## src/rtl/bullet_pool_if.sv

```systemverilog
// bullet_pool_if: groups the keyboard/collision inputs and the per-slot
// sprite outputs of bullet_pool.
//   master: game-side driver (keycode, player_X_position, hit) that
//           observes the bullet state.
//   slave : bullet_pool itself.
// Signals:
//   keycode            current keyboard code
//   player_X_position  player X, latched into a slot at spawn
//   hit                per-slot hit from collision logic (bit i = slot i)
//   bullet_X/bullet_Y  slot i coordinate at [10i+9:10i]
//   bullet_active      slot i is on screen
//   fire_event         one-frame pulse when a shot is accepted
//   free_slots         number of inactive slots
// Handshake: there is no valid/ready pair here. fire_event is a one-cycle
// event pulse with no backpressure; consumers must sample it on the cycle it
// is high. All other outputs are level signals valid every cycle.
interface bullet_pool_if #(
  parameter int NUM_BULLETS = 4
);
  logic [7:0]                         keycode;
  logic [9:0]                         player_X_position;
  logic [NUM_BULLETS-1:0]             hit;
  logic [10*NUM_BULLETS-1:0]          bullet_X;
  logic [10*NUM_BULLETS-1:0]          bullet_Y;
  logic [NUM_BULLETS-1:0]             bullet_active;
  logic                               fire_event;
  logic [$clog2(NUM_BULLETS+1)-1:0]   free_slots;

  modport master (
    output keycode, player_X_position, hit,
    input  bullet_X, bullet_Y, bullet_active, fire_event, free_slots
  );

  modport slave (
    input  keycode, player_X_position, hit,
    output bullet_X, bullet_Y, bullet_active, fire_event, free_slots
  );
endinterface

```

## src/rtl/bullet_pool.sv

```systemverilog
// bullet_pool: multi-slot player-projectile manager, one update per frame.
// Each slot latches its own X/Y/active. A rising press of FIRE_KEY spawns a
// bullet in the lowest free slot at (player X, Y_START) unless a refire
// cooldown is running or all slots are busy. Active bullets move up by
// Y_STEP per frame and retire on a hit or at the ceiling.
// Ports:
//   frame_clk     sole clock, one rising edge per video frame
//   Reset         synchronous active-high reset
//   bus           bullet_pool_if.slave (inputs and sprite outputs)
//   cool_state_o  cooldown FSM state (0 = READY, 1 = COOL), debug only
module bullet_pool #(
  parameter int          NUM_BULLETS = 4,
  parameter int          Y_START     = 136,
  parameter int          Y_MIN       = 0,
  parameter int          Y_STEP      = 1,
  parameter int          COOLDOWN    = 8,
  parameter logic [7:0]  FIRE_KEY    = 8'h44
) (
  input  logic          frame_clk,
  input  logic          Reset,
  bullet_pool_if.slave  bus,
  output logic          cool_state_o
);

  localparam int CW = (COOLDOWN < 1) ? 1 : $clog2(COOLDOWN + 1);
  localparam int FW = $clog2(NUM_BULLETS + 1);
  localparam logic [9:0]  Y_INIT  = 10'(Y_START);
  // Ceiling test and step are done at 11 bits so Y never wraps.
  localparam logic [10:0] Y_LIMIT = 11'(Y_MIN + Y_STEP);
  localparam logic [10:0] Y_DEC   = 11'(Y_STEP);

  typedef enum logic {READY = 1'b0, COOL = 1'b1} cool_state_e;

  cool_state_e             state_q, state_d;
  logic [CW-1:0]           cnt_q, cnt_d;
  logic                    key_prev_q;
  logic                    fire_event_q, fire_event_d;
  logic [NUM_BULLETS-1:0]  active_q, active_d;
  logic [9:0]              x_q [NUM_BULLETS];
  logic [9:0]              x_d [NUM_BULLETS];
  logic [9:0]              y_q [NUM_BULLETS];
  logic [9:0]              y_d [NUM_BULLETS];

  logic                    key_now;
  logic                    fire_req;
  logic                    any_free;
  logic                    accept;
  logic                    found;
  logic [NUM_BULLETS-1:0]  spawn_oh;
  logic [10:0]             y_ext;
  logic [FW-1:0]           free_cnt;

  assign key_now  = (bus.keycode == FIRE_KEY);
  assign fire_req = key_now && !key_prev_q;
  assign any_free = ~&active_q;
  // A rejected request is simply dropped: key_prev still updates, so holding
  // the key never retries.
  assign accept   = fire_req && (state_q == READY) && any_free;

  // Lowest-index free slot, judged on the state at the start of the cycle.
  always_comb begin
    spawn_oh = '0;
    found    = 1'b0;
    for (int i = 0; i < NUM_BULLETS; i++) begin
      if (!active_q[i] && !found) begin
        spawn_oh[i] = accept;
        found       = 1'b1;
      end
    end
  end

  // Cooldown FSM: READY until a shot is accepted, then COOL for COOLDOWN
  // frames so the next shot may land COOLDOWN+1 frames after the previous.
  always_comb begin
    state_d = state_q;
    cnt_d   = cnt_q;
    case (state_q)
      READY: begin
        if (accept && (COOLDOWN != 0)) begin
          cnt_d   = CW'(COOLDOWN);
          state_d = COOL;
        end
      end
      COOL: begin
        cnt_d = cnt_q - 1'b1;
        if (cnt_q == CW'(1)) state_d = READY;
      end
      default: begin
        state_d = READY;
        cnt_d   = '0;
      end
    endcase
  end

  // Per-slot update. A slot that spawns this cycle was inactive at the start,
  // so its hit bit and motion are ignored until the following cycle.
  always_comb begin
    active_d     = active_q;
    x_d          = x_q;
    y_d          = y_q;
    y_ext        = '0;
    fire_event_d = accept;
    for (int i = 0; i < NUM_BULLETS; i++) begin
      y_ext = {1'b0, y_q[i]};
      if (active_q[i]) begin
        if (bus.hit[i]) begin
          active_d[i] = 1'b0;
          y_d[i]      = Y_INIT;
        end else if (y_ext <= Y_LIMIT) begin
          active_d[i] = 1'b0;
          y_d[i]      = Y_INIT;
        end else begin
          y_d[i] = 10'(y_ext - Y_DEC);
        end
      end else if (spawn_oh[i]) begin
        active_d[i] = 1'b1;
        x_d[i]      = bus.player_X_position;
        y_d[i]      = Y_INIT;
      end
    end
  end

  always_ff @(posedge frame_clk) begin
    if (Reset) begin
      state_q      <= READY;
      cnt_q        <= '0;
      key_prev_q   <= 1'b0;
      fire_event_q <= 1'b0;
      active_q     <= '0;
      for (int i = 0; i < NUM_BULLETS; i++) begin
        x_q[i] <= '0;
        y_q[i] <= Y_INIT;
      end
    end else begin
      state_q      <= state_d;
      cnt_q        <= cnt_d;
      key_prev_q   <= key_now;
      fire_event_q <= fire_event_d;
      active_q     <= active_d;
      x_q          <= x_d;
      y_q          <= y_d;
    end
  end

  always_comb begin
    free_cnt = '0;
    for (int i = 0; i < NUM_BULLETS; i++) begin
      if (!active_q[i]) free_cnt = free_cnt + 1'b1;
    end
  end

  always_comb begin
    bus.bullet_X = '0;
    bus.bullet_Y = '0;
    for (int i = 0; i < NUM_BULLETS; i++) begin
      bus.bullet_X[10*i +: 10] = x_q[i];
      bus.bullet_Y[10*i +: 10] = y_q[i];
    end
  end

  assign bus.bullet_active = active_q;
  assign bus.fire_event    = fire_event_q;
  assign bus.free_slots    = free_cnt;
  assign cool_state_o      = (state_q == COOL);

endmodule

```

## src/flat_wrapper.sv

```systemverilog
// flat-port wrapper written by rule: the top's interface ports become plain ports
module bullet_pool_flat 
#(
  parameter int          NUM_BULLETS = 4,
  parameter int          Y_START     = 136,
  parameter int          Y_MIN       = 0,
  parameter int          Y_STEP      = 1,
  parameter int          COOLDOWN    = 8,
  parameter logic [7:0]  FIRE_KEY    = 8'h44
)
  (frame_clk, Reset, cool_state_o, bus_keycode, bus_player_X_position, bus_hit, bus_bullet_X, bus_bullet_Y, bus_bullet_active, bus_fire_event, bus_free_slots);
  bullet_pool_if #(.NUM_BULLETS(NUM_BULLETS)) bus_i ();
  input  logic frame_clk;
  input  logic Reset;
  output logic cool_state_o;
  input wire logic [$bits(bus_i.keycode)-1:0] bus_keycode;
  input wire logic [$bits(bus_i.player_X_position)-1:0] bus_player_X_position;
  input wire logic [$bits(bus_i.hit)-1:0] bus_hit;
  output wire logic [$bits(bus_i.bullet_X)-1:0] bus_bullet_X;
  output wire logic [$bits(bus_i.bullet_Y)-1:0] bus_bullet_Y;
  output wire logic [$bits(bus_i.bullet_active)-1:0] bus_bullet_active;
  output wire logic [$bits(bus_i.fire_event)-1:0] bus_fire_event;
  output wire logic [$bits(bus_i.free_slots)-1:0] bus_free_slots;
  assign bus_i.keycode = bus_keycode;
  assign bus_i.player_X_position = bus_player_X_position;
  assign bus_i.hit = bus_hit;
  assign bus_bullet_X = bus_i.bullet_X;
  assign bus_bullet_Y = bus_i.bullet_Y;
  assign bus_bullet_active = bus_i.bullet_active;
  assign bus_fire_event = bus_i.fire_event;
  assign bus_free_slots = bus_i.free_slots;
  bullet_pool #(.NUM_BULLETS(NUM_BULLETS), .Y_START(Y_START), .Y_MIN(Y_MIN), .Y_STEP(Y_STEP), .COOLDOWN(COOLDOWN), .FIRE_KEY(FIRE_KEY)) u_core (.frame_clk(frame_clk), .Reset(Reset), .bus(bus_i), .cool_state_o(cool_state_o));
endmodule
```

## config.mk

```make
export PLATFORM = sky130hd
export DESIGN_NAME = bullet_pool_flat
export DESIGN_NICKNAME = d
export VERILOG_FILES = /design/src/rtl/bullet_pool_if.sv /design/src/rtl/bullet_pool.sv /design/src/flat_wrapper.sv
export SDC_FILE = /design/constraint.sdc
export NUM_CORES = 1
export LEC_CHECK = 0
export BUFFER_PORTS_ARGS = -buffer_cell sky130_fd_sc_hd__buf_2
export CORE_ASPECT_RATIO = 1.5
export CORE_MARGIN = 1
export CORE_UTILIZATION = 40
export CTS_CLUSTER_DIAMETER = 50
export DETAILED_ROUTE_END_ITERATION = 10
export PLACE_DENSITY = 0.62
export SETUP_SLACK_MARGIN = 0.1
export SYNTH_ARGS = -nofsm -noshare
export SYNTH_HDL_FRONTEND = slang
export SYNTH_SLANG_ARGS = --single-unit
```

## constraint.sdc

```tcl
create_clock -name frame_clk -period 5 [get_ports frame_clk]
set_input_delay 0.5 -clock frame_clk [delete_from_list [all_inputs] [get_ports frame_clk]]
set_output_delay 0.5 -clock frame_clk [all_outputs]
set_load 0.02 [all_outputs]
```

After elaboration in Yosys (flattened, before gate mapping)

Index checks and enable logic that the tools add are counted.
Widths: inputs -> output; s select.

Input bits: 24
Output and inout bits: 89
Flip-flop bits (word level): 91
Logic and storage cells: 103

Bitwise operators: 5
Mux-type cells: 48
$add $sub $neg: 8
Equality and inequality tests: 3
$lt $le $gt $ge: 4
Reduce and logical (&&, ||, !) cells: 22

Operators with widths:

| operator              | count |
|---|---|
| $mux 10               | 16 |
| $le 10x1->1 const B   | 4 |
| $sub 10x1->10 const B | 4 |
| $mux 1                | 26 |
| $mux 3                | 3 |
| $eq 8x7->1 const B    | 1 |
| $pmux 4 s2            | 1 |
| $reduce_and 2->1      | 4 |
| $reduce_bool 2->1     | 4 |
| $logic_not 1->1       | 7 |
| $add 3x1->3 const B   | 2 |
| $logic_and 1x1->1     | 6 |
| $not 1->1             | 5 |
| $eq 4x1->1 const B    | 1 |
| $mux 4                | 1 |
| $reduce_and 4->1      | 1 |
| $sub 4x1->4 const B   | 1 |
| $add 1x1->2 const B   | 1 |
| $ne 2x1->1 const B    | 1 |
| $pmux 1 s2            | 1 |

Logic depth before layout (Yosys ltp)

Gate-level depths: netlist (run 1).

Depth after elaboration: 11
Depth in mapped cells: 8
Mapped depth without buffers: 7

Worst setup path before layout (run 1)

Ideal clock, no wire load.

Path type: flip-flop to output port
From: register u_core.active_q[0], in the netlist u_core.bus.bullet_active[0]
To: output bus_free_slots[2]
Slack: 2564 ps
Required time: 4500 ps
Stages on the path, launching flop included: 8
Path buffers: 1
Arrival time: 1936 ps
Cells stage by stage: dfxtp_1 buf_2 inv_1 ha_1 xnor2_1 ha_1 nand2b_1 xnor2_1

Longest elaborated chain between the ends: 7

Ends and longest elaborated chain:

| item                   | line               | source |
|---|---|---|
| start, declared        | bullet_pool.sv:38  | `logic [NUM_BULLETS-1:0] active_q, active_d;` |
| start signal, assigned | bullet_pool.sv:139 | `active_q <= active_d;` |
| $mux 1 *               | bullet_pool.sv:148 | `if (!active_q[i]) free_cnt = free_cnt + 1'b1;` |
| $add 1x1->2            | bullet_pool.sv:148 |  |
| $mux 3 *               | bullet_pool.sv:148 |  |
| $add 3x1->3            | bullet_pool.sv:148 |  |
| $mux 3 *               | bullet_pool.sv:148 |  |
| $add 3x1->3            | bullet_pool.sv:148 |  |
| $mux 3 *               | bullet_pool.sv:148 |  |
| end, declared          | flat_wrapper.sv:23 | `output wire logic [$bits(bus_i.free_slots)-1:0] bus_free_slots;` |

Mark *: on every way between the ends. The rest lies on a longest branch, timed or not.

Final worst setup path (run 1)

From: register u_core.active_q[0], in the netlist u_core.bus.bullet_active[0]
To: register u_core.x_q, in the netlist u_core.bus.bullet_X[17]

Longest elaborated chain between the ends: 5
Elaborated cells on any way between the ends: 6
Those cells by class: 1 x mux; 5 x reduce/logical

Ends and longest elaborated chain:

| item                                | line               | source |
|---|---|---|
| $reduce_and 4->1                    | bullet_pool.sv:55  | `assign any_free = ~&active_q;` |
| $logic_not 1->1                     | bullet_pool.sv:55  |  |
| $logic_and 1x1->1                   | bullet_pool.sv:58  | `assign accept = fire_req && (state_q == READY) && any_free;` |
| $mux 1 *                            | bullet_pool.sv:65  | `if (!active_q[i] && !found) begin` |
| $reduce_and 2->1 (no source line) * | --                 |  |
| end signal, assigned by index       | bullet_pool.sv:131 | `x_q[i] <= '0;` |
| end signal, assigned                | bullet_pool.sv:140 | `x_q <= x_d;` |
| end, declared                       | bullet_pool.sv:39  | `logic [9:0] x_q [NUM_BULLETS];` |

Marked as above.
A chain may end at the register's enable or synchronous reset.

==> flow_summary_export.csv, run 1 <==
group,metric,value,unit
status,status,"finished clean",
sta,finClkSkew,0.00875,ns
route,vias,4184,
setup_path,crit_path_top_delay_cell,"nor3b_2",
route,avgViaCountPerCell,5.43,
setup_path,critPathRequiredTime,5.27,ns
placement,hpwlAfterDp,8.05,mm
die,fp.dieH,131,um
setup_path,cp_max_fo,22,
setup_path,crit_start,"u_core.bus.bullet_active[0]",
setup_path,path_buf_inv,0,
setup_path,crit_family,"simple AND/OR/NAND/NOR gates",
die,core_region_area,10700,um^2
sta,fin_crit,3.24,ns
layout,final_nets,661,
sta,setup_viol,0,
synth,ys_seq_area_share,41.0,%
synth,ys.flop_type,"dfxtp_1",
clock_tree,ctsHoldBuffers,0,
layout,area_delta_synth_final,22.3,%
setup_path,r2r_slack,1.76,ns
sta,finalSetupTns,0,ns
route,drt-total-wl,11.1,mm
sta,slew_headroom,27.6,%
setup_path,worstPathCellList,"ha_1 > a311oi_1 > nand3_1 > nor3b_2 > mux2i_1",
sta,rsz0062_at_grt,"no",
synth,syn_area,4450,um^2
route,post_drt_wl_per_cell,14.4,um
die,start_util,41.5,%
setup_path,critical_path_depth,5,
sta,report.final.slew_viol_count,0,
grt,gr-usage-all-layers,19.5,%
synth,netlist_top_cells_area,"dfxtp_1 41%, mux2i_1 7.4%, nand2_1 4.6%, ha_1 4.2%, nor2_1 4.1%",
synth,ys_top_cells_by_count,"91 x dfxtp_1, 55 x nand2_1, 48 x nor2_1",
power,p_leak,2.31,nW
power,cellInternalPower,1.14,mW
clock_tree,cts_buffers,9,
synth,yosysMostFrequentCell,"dfxtp_1",
synth,ys_types,64,
clock_tree,post_cts_buffers,0,
setup_path,ff2ff_path_depth,5,
setup_path,path_class,"reg2reg",
grt,antenna_found_initial,0,
power,power_frac_clock,48.2,%
hold_path,hold_class,"in2reg",
die,io_pins,113,
die,core.rowCount,46,
synth,synth_warnings,0,
synth,syn_avg_cell_area,8.54,um^2
clock_tree,clk_latency,0.34,ns
setup_path,reg2reg_from,"u_core.bus.bullet_active[0]",
synth,async_reset_ff_share,0,%
power,power_frac_comb,3.0,%
synth,synth_top_area_share,41.0,%
setup_path,r2r_end,"u_core.bus.bullet_X[17]",
grt,grt_pass1_vias,3893,
placement,place_congestion,0.817,
grt,overflow,0,
power,p_sw,0.342,mW
setup_path,crit_arrival,3.51,ns
power,p_per_area,273,nW/um^2
sta,worst_pin_slew,1.08,ns
route,first_iter_violations,127,
die,dieArea,11600,um^2
synth,synth_cells,521,
route,dr.pass1.iters,4,
flow_run,max-cap-violations,0,
sta,fin_crit_sh,64.7,%
clock_tree,cts_max_level,3,
clock_tree,cts_buffer_depth,2,
clock_tree,cts_sinks,91,
layout,drive_above_1_share,23.3,%
synth,synth_seq_cells,91,
synth,syn-num-nets,560,
layout,diodes,0,
power,power_frac_seq,48.8,%
clock_tree,clock-root-buffer,"clkbuf_16",
power,vdd_drop_max,227,uV
sta,hold_slack,0.434,ns
grt,grt_pass1_wl,18.1,mm
setup_path,cp_slowest_stage_delay,1.02,ns
clock_tree,cts_tree,"built",
clock_tree,clk_pin_slew,0.07,ns
sta,fmax,0.309,GHz
setup_path,cp-start-kind,"register",
die,die_w,88.1,um
synth,synth_top_area_cell,"dfxtp_1",
layout,fillers,1093,
clock_tree,cts_resized,0,
sta,final-hold-violation-count,0,
setup_path,crit_path_end,"u_core.bus.bullet_X[17]",
route,drc,0,
synth,synth_edf_count,0,
grt,grt_max_degree,63,
setup_path,end_kind,"register",
placement,io_buffers,112,
power,switching_share,23.0,%
route,ant_nets,0,
[routing by layer]
metal	vias to the layer above	track usage (%)	part of all wire (%)
li1	2093	-	-
met1	1973	23.2	43
met2	103	33.1	50
met3	15	4.59	5.3
met4	0	7.53	1.8
met5	-	0	0
[sequential cells by signal, indices dropped and copies added (netlist names)]
name / cells
u_core.key_prev_q: 1
u_core.bus.bullet_active: 4
u_core.cnt_q: 4
u_core.bus.bullet_Y: 40
u_core.bus.fire_event: 1
u_core.bus.bullet_X: 40
u_core.cool_state_o: 1
[worst min-delay path by stage]
| stage | from | to | slack [ns] | cells after the start |
|---|---|---|---|---|
| 2_1_floorplan | u_core.cnt_q[1] | u_core.cnt_q[1] | 0.48 | 2 |
| 3_3_place_gp | u_core.bus.bullet_X[13] | u_core.bus.bullet_X[13] | 0.44 | 2 |
| 3_5_place_dp | u_core.bus.bullet_X[13] | u_core.bus.bullet_X[13] | 0.44 | 2 |
| 4_1_cts | bus_player_X_position[6] | u_core.bus.bullet_X[16] | 0.42 | 3 |
| 5_1_grt | bus_player_X_position[6] | u_core.bus.bullet_X[16] | 0.44 | 3 |
| 6_report | bus_player_X_position[6] | u_core.bus.bullet_X[6] | 0.43 | 3 |
[per-stage QoR]
stage,utilization (%),power [mW],area (um^2),setup slack (ns),std cells
2_1_floorplan,-,0.765,4450,2.56,521
3_3_place_gp,47.8,0.787,5120,1.86,755
3_5_place_dp,47.8,0.787,5120,1.76,755
4_1_cts,50.8,1.51,5440,1.73,771
5_1_grt,50.8,1.53,5440,1.49,771
6_report,50.8,1.49,5440,1.76,771
[power by group through the flow]
stage	clock network [mW]	registers, mW	logic, mW
2_1_floorplan	0	0.742	0.0228
3_3_place_gp	0	0.742	0.0444
3_5_place_dp	0	0.742	0.0450
4_1_cts	0.740	0.725	0.0453
5_1_grt	0.760	0.725	0.0498
6_report	0.715	0.725	0.0447
[layout make-up]
class / instances / area [um^2] / share of cell area (%)
well taps: 144 / 180 / 3.31
clock buffers: 9 / 225 / 4.14
multi-input cells: 379 / 2430 / 44.7
flip-flops and latches: 91 / 1820 / 33.5
inverters: 25 / 93.8 / 1.73
clock inverters: 7 / 96.3 / 1.77
repair buffers: 116 / 591 / 10.9
[logic make-up after synthesis]
logic type / count (synthesis) / synth area share [%]
buffers and inverters: 51 / 4.84
multiplexers: 34 / 7.68
AO/OA/AOI/OAI: 118 / 17.0
adder cells (fa/ha/maj): 15 / 4.22
AND/OR/NAND/NOR: 205 / 23.9
XOR/XNOR: 7 / 1.38
flip-flops: 91 / 41.0
[layout by cell type, fill, tap and decap left out, types with 3 or more instances in the layout]
master     count
buf_2        112
o21ai_0       28
or3_1          5
mux2i_1       33
a21oi_1       34
dfxtp_1       91
nor3b_1        7
ha_1          15
or4b_2         3
nand2b_1       9
nand2_1       55
nand4_1        5
or4_1          8
inv_8          3
clkbuf_16      9
nor2_1        48
a31oi_1        8
o211ai_1       5
buf_4          4
a311oi_1       5
a2bb2oi_1      3
nor3_1        16
nor4_1         6
nor2b_1        4
inv_1         24
o31ai_1        4
o311ai_0       3
nand3_1       17
xnor2_1        6
o21a_1         4
nand4b_1       4
[tightest hold or removal path, delay by kind of cell]
kind / cells / cell delay (ns)
buf+inv: 1 / 0.12
compound gates: 1 / 0.05
simple gates: 1 / 0.06
Note: power is estimated with default switching activity, not from simulation.
==> run 2: changes to the inputs <==
- PLACE_DENSITY: 0.62 -> 0.64
- clock period: 5 -> 2.85 ns (I/O delays scaled with it)
==> flow_summary_export.csv, run 2 (synthesized netlist as in run 1, its figures left out) <==
group,metric,value,unit
status,status,"finished clean",
grt,gr-usage-all-layers,20.6,%
setup_path,cp_max_fo,7,
grt,grtUsageMet3,4.21,%
route,avgViaCountPerCell,5.47,
setup_path,path_buf_inv,2,
flow_run,max-cap-violations,0,
sta,final-hold-violation-count,0,
power,vdd_drop_max,306,uV
placement,io_buffers,112,
grt,grt-busiest-layer,"met2",
die,die_w,88.1,um
route,first_iter_violations,182,
power,p_per_area,449,nW/um^2
layout,area_delta_synth_final,23.5,%
die,fp.dieH,131,um
power,p_total,2.47,mW
grt,grtUsageMet2,35.4,%
die,start_util,41.5,%
die,dieArea,11600,um^2
power,p_leak,2.36,nW
route,drc,0,
hold_path,hold_depth,3,
die,core.rowCount,46,
layout,fillers,1049,
sta,rsz0062_at_grt,"no",
route,ant_nets,0,
grt,grt_pass1_vias,4029,
setup_path,cp-start-kind,"register",
grt,grt_pass1_wl,19.2,mm
placement,hpwlAfterDp,8.48,mm
route,dr.pass1.iters,5,
clock_tree,cts_max_level,3,
route,vias,4287,
die,core_region_area,10700,um^2
placement,place_congestion,0.895,
setup_path,crit_family,"adder cells",
clock_tree,post_cts_buffers,0,
clock_tree,cts_resized,0,
setup_path,cp_slowest_stage_delay,0.51,ns
setup_path,end_kind,"output port",
route,drt-total-wl,11.6,mm
sta,finalSetupTns,0,ns
placement,pre_cts_ws,0.587,ns
layout,layout_commonest_cell,"buf_2",
layout,layout_common_cells,"112 x buf_2, 91 x dfxtp_1, 55 x nand2_1",
layout,final_nets,675,
sta,report.final.slew_viol_count,0,
setup_path,critical_path_depth,6,
layout,diodes,0,
setup_path,crit_path_top_delay_cell,"dfxtp_1",
grt,antenna_found_initial,0,
sta,setup_ws,0.370,ns
clock_tree,cts_buffer_depth,2,
route,post_drt_wl_per_cell,14.8,um
clock_tree,cts_sinks,91,
hold_path,hold_class,"in2reg",
die,io_pins,113,
layout,drive_above_1_share,24.8,%
setup_path,worstPathCellList,"inv_1 > ha_1 > xnor2_1 > ha_1 > mux2_2 > buf_2",
sta,fin_crit_sh,87.0,%
sta,setup_viol,0,
grt,grt_use_met1,23.9,%
sta,slew_headroom,56.7,%
setup_path,path_class,"reg2out",
grt,overflow,0,
clock_tree,clk_latency,0.34,ns
sta,finClkSkew,0.00864,ns
setup_path,crit_arrival,2.20,ns
setup_path,r2r_slack,0.55,ns
clock_tree,clk_pin_slew,0.07,ns
clock_tree,clock-root-buffer,"clkbuf_16",
sta,fin_crit,2.48,ns
sta,fmax,0.403,GHz
setup_path,critPathMostFrequentCell,"ha_1",
clock_tree,cts_buffers,9,
setup_path,ff2ff_path_depth,7,
clock_tree,cts_tree,"built",
sta,worst_pin_slew,0.647,ns
grt,grt_max_degree,34,
setup_path,critPathRequiredTime,2.57,ns
clock_tree,ctsHoldBuffers,0,
-- run 2: power breakdown --
| group | leakage, nW | total, mW | internal (mW) | switching (mW) |
|---|---|---|---|---|
| clock network | 0.137 | 1.11 | 0.597 | 0.518 |
| registers | 0.733 | 1.27 | 1.27 | 0.000906 |
| logic | 1.49 | 0.0824 | 0.0295 | 0.0529 |
-- run 2: per-stage QoR --
step / instances / hold slack (ns) / cell area, um^2 / util (%)
floorplan: 521 / 0.421 / 4450 / -
global placement: 769 / 0.442 / 5220 / 48.8
detailed placement: 769 / 0.451 / 5220 / 48.8
CTS: 784 / 0.210 / 5500 / 51.3
global route: 784 / 0.231 / 5500 / 51.3
finish: 784 / 0.221 / 5500 / 51.3
-- run 2: worst min-delay path, stage by stage --
cell     delay [ns]
buf_2          0.12
nand2_1        0.06
a21oi_1        0.05
-- run 2: final cells by class --
cell class | count | area [um^2] | share of cell area (%)
Multi-Input combinational cell | 379 | 2430 | 44.2
Sequential cell | 91 | 1820 | 33.2
Timing Repair Buffer | 130 | 696 | 12.7
Clock buffer | 9 | 225 | 4.10
Tap cell | 144 | 180 | 3.28
Inverter | 25 | 93.8 | 1.71
Clock inverter | 6 | 48.8 | 0.888
-- run 2: routing by layer --
| layer | wire (um) | vias up | share of wire [%] |
|---|---|---|---|
| met2 | 5730 | 130 | 50 |
| met3 | 623 | 20 | 5.4 |
| li1 | - | 2116 | - |
| met5 | 0 | - | 0 |
| met4 | 296 | 0 | 2.6 |
| met1 | 4910 | 2021 | 42 |
-- run 2: worst paths after layout --
path,from,end
setup / recovery,u_core.bus.bullet_active[1],bus_free_slots[1]
hold / removal,bus_player_X_position[1],u_core.bus.bullet_X[1]
setup reg to reg,u_core.bus.bullet_active[0],u_core.bus.bullet_X[10]
hold reg to reg,u_core.bus.bullet_X[12],u_core.bus.bullet_X[12]
==> run 3: changes to the inputs <==
- RECOVER_POWER: default -> 50
==> flow_summary_export.csv, run 3 (synthesized netlist as in run 1, its figures left out) <==
group,metric,value,unit
status,status,"finished clean",
setup_path,critPathRequiredTime,2.57,ns
setup_path,end_kind,"output port",
placement,dpl-instance-area,5220,um^2
setup_path,r2r_end,"u_core.bus.bullet_X[10]",
clock_tree,cts_max_level,3,
clock_tree,ctsHoldBuffers,0,
sta,setup_viol,0,
power,p_total,2.47,mW
layout,drive_above_1_share,11.1,%
sta,finalSetupTns,0,ns
sta,worst_pin_slew,0.672,ns
sta,rsz0062_at_grt,"no",
grt,gr-usage-all-layers,20.6,%
sta,report.final.slew_viol_count,0,
route,avgViaCountPerCell,5.46,
grt,antenna_found_initial,0,
placement,dpl.cell_count,769,
route,dr_wl_met3,634,um
die,start_util,41.5,%
route,post_drt_wl_per_cell,14.8,um
layout,fillers,1103,
route,drt-total-wl,11.6,mm
sta,fmax,0.403,GHz
clock_tree,cts_buffer_depth,2,
setup_path,cp_max_fo,7,
setup_path,path_class,"reg2out",
die,core.rowCount,46,
hold_path,hold_depth,3,
grt,grt_pass1_vias,4029,
hold_path,min_to,"u_core.bus.bullet_X[1]",
clock_tree,cts_sinks,91,
route,dr.pass1.iters,4,
clock_tree,post_cts_buffers,0,
route,met2_length,5.73,mm
route,first_iter_violations,174,
sta,fin_crit_sh,87.0,%
route,ant_nets,0,
sta,slew_headroom,55.2,%
setup_path,reg2reg_from,"u_core.bus.bullet_active[0]",
grt,grt_max_degree,34,
clock_tree,cts_buffers,9,
layout,area_delta_synth_final,21.0,%
route,routed.top_layer,"met4",
die,die_w,88.1,um
clock_tree,cts_resized,0,
clock_tree,clock-root-buffer,"clkbuf_16",
grt,overflow,0,
clock_tree,cts_tree,"built",
die,io_pins,113,
sta,fin_crit,2.48,ns
setup_path,ff2ff_path_depth,7,
route,vias,4279,
route,drc,0,
layout,layout_commonest_cell,"dfxtp_1",
power,p_per_area,460,nW/um^2
setup_path,crit_arrival,2.20,ns
die,dieArea,11600,um^2
setup_path,cp-start-kind,"register",
layout,final_nets,675,
layout,postLayoutCellArea,5380,um^2
setup_path,r2r_slack,0.56,ns
grt,grt_pass1_wl,19.2,mm
clock_tree,clk_latency,0.34,ns
die,core_region_area,10700,um^2
placement,io_buffers,112,
sta,hold_slack,0.222,ns
placement,place_congestion,0.895,
flow_run,max-cap-violations,0,
layout,multi_input_comb_area,2430,um^2
sta,finClkSkew,0.00902,ns
clock_tree,clk_pin_slew,0.07,ns
sta,final-hold-violation-count,0,
layout,finalNonFillerCells,784,
die,fp.dieH,131,um
power,p_leak,2.01,nW
power,vdd_drop_max,308,uV
layout,layout_common_cells,"91 x dfxtp_1, 87 x clkbuf_1, 55 x nand2_1",
hold_path,hold_class,"in2reg",
route,wl_met1,4.93,mm
layout,seq_area,1820,um^2
hold_path,worstHoldStart,"bus_player_X_position[1]",
layout,diodes,0,
placement,hpwlAfterDp,8.48,mm
## run 3: worst max-delay path: stages (launching register included)
cell	delay, ns
dfxtp_1	0.50
inv_1	0.11
ha_1	0.32
xnor2_1	0.23
ha_1	0.27
mux2_2	0.26
buf_2	0.16
## run 3: cell type report
cell class | count | area share (%)
repair buffers | 130 | 10.9
clock inverters | 6 | 0.907
inverters | 25 | 1.74
flip-flops and latches | 91 | 33.9
well taps | 144 | 3.35
multi-input cells | 379 | 45.1
clock buffers | 9 | 4.19
## run 3: metal layers
| metal | vias up | GRT usage (%) |
|---|---|---|
| li1 | 2112 | - |
| met1 | 2009 | 23.9 |
| met2 | 134 | 35.4 |
| met3 | 24 | 4.21 |
| met4 | 0 | 9.50 |
| met5 | - | 0 |
## run 3: worst max-delay path by stage
stage / start / to / slack, ns / cells past startpoint
floorplan: u_core.bus.bullet_active[0] / bus_free_slots[2] / 0.63 / 7
global placement: u_core.bus.bullet_active[0] / u_core.bus.bullet_X[18] / 0.69 / 7
detailed placement: u_core.bus.bullet_active[0] / u_core.bus.bullet_X[19] / 0.59 / 7
CTS: u_core.bus.bullet_active[1] / bus_free_slots[1] / 0.34 / 6
global route: u_core.bus.bullet_active[1] / bus_free_slots[1] / 0.14 / 6
finish: u_core.bus.bullet_active[1] / bus_free_slots[1] / 0.37 / 6
## run 3: report_power, final
part / leakage (nW) / switching, mW / internal [mW]
Combinational: 1.14 / 0.0530 / 0.0292
Sequential: 0.733 / 0.000931 / 1.27
Clock: 0.137 / 0.520 / 0.597
Total: 2.01 / 0.574 / 1.90
## run 3: stage by stage
| step | utilization [%] | worst slack, ns |
|---|---|---|
| CTS | 51.3 | 0.340 |
| finish | 50.3 | 0.369 |
| global route | 50.3 | 0.136 |
| detailed placement | 48.8 | 0.587 |
| floorplan | - | 0.629 |
| global placement | 48.8 | 0.687 |
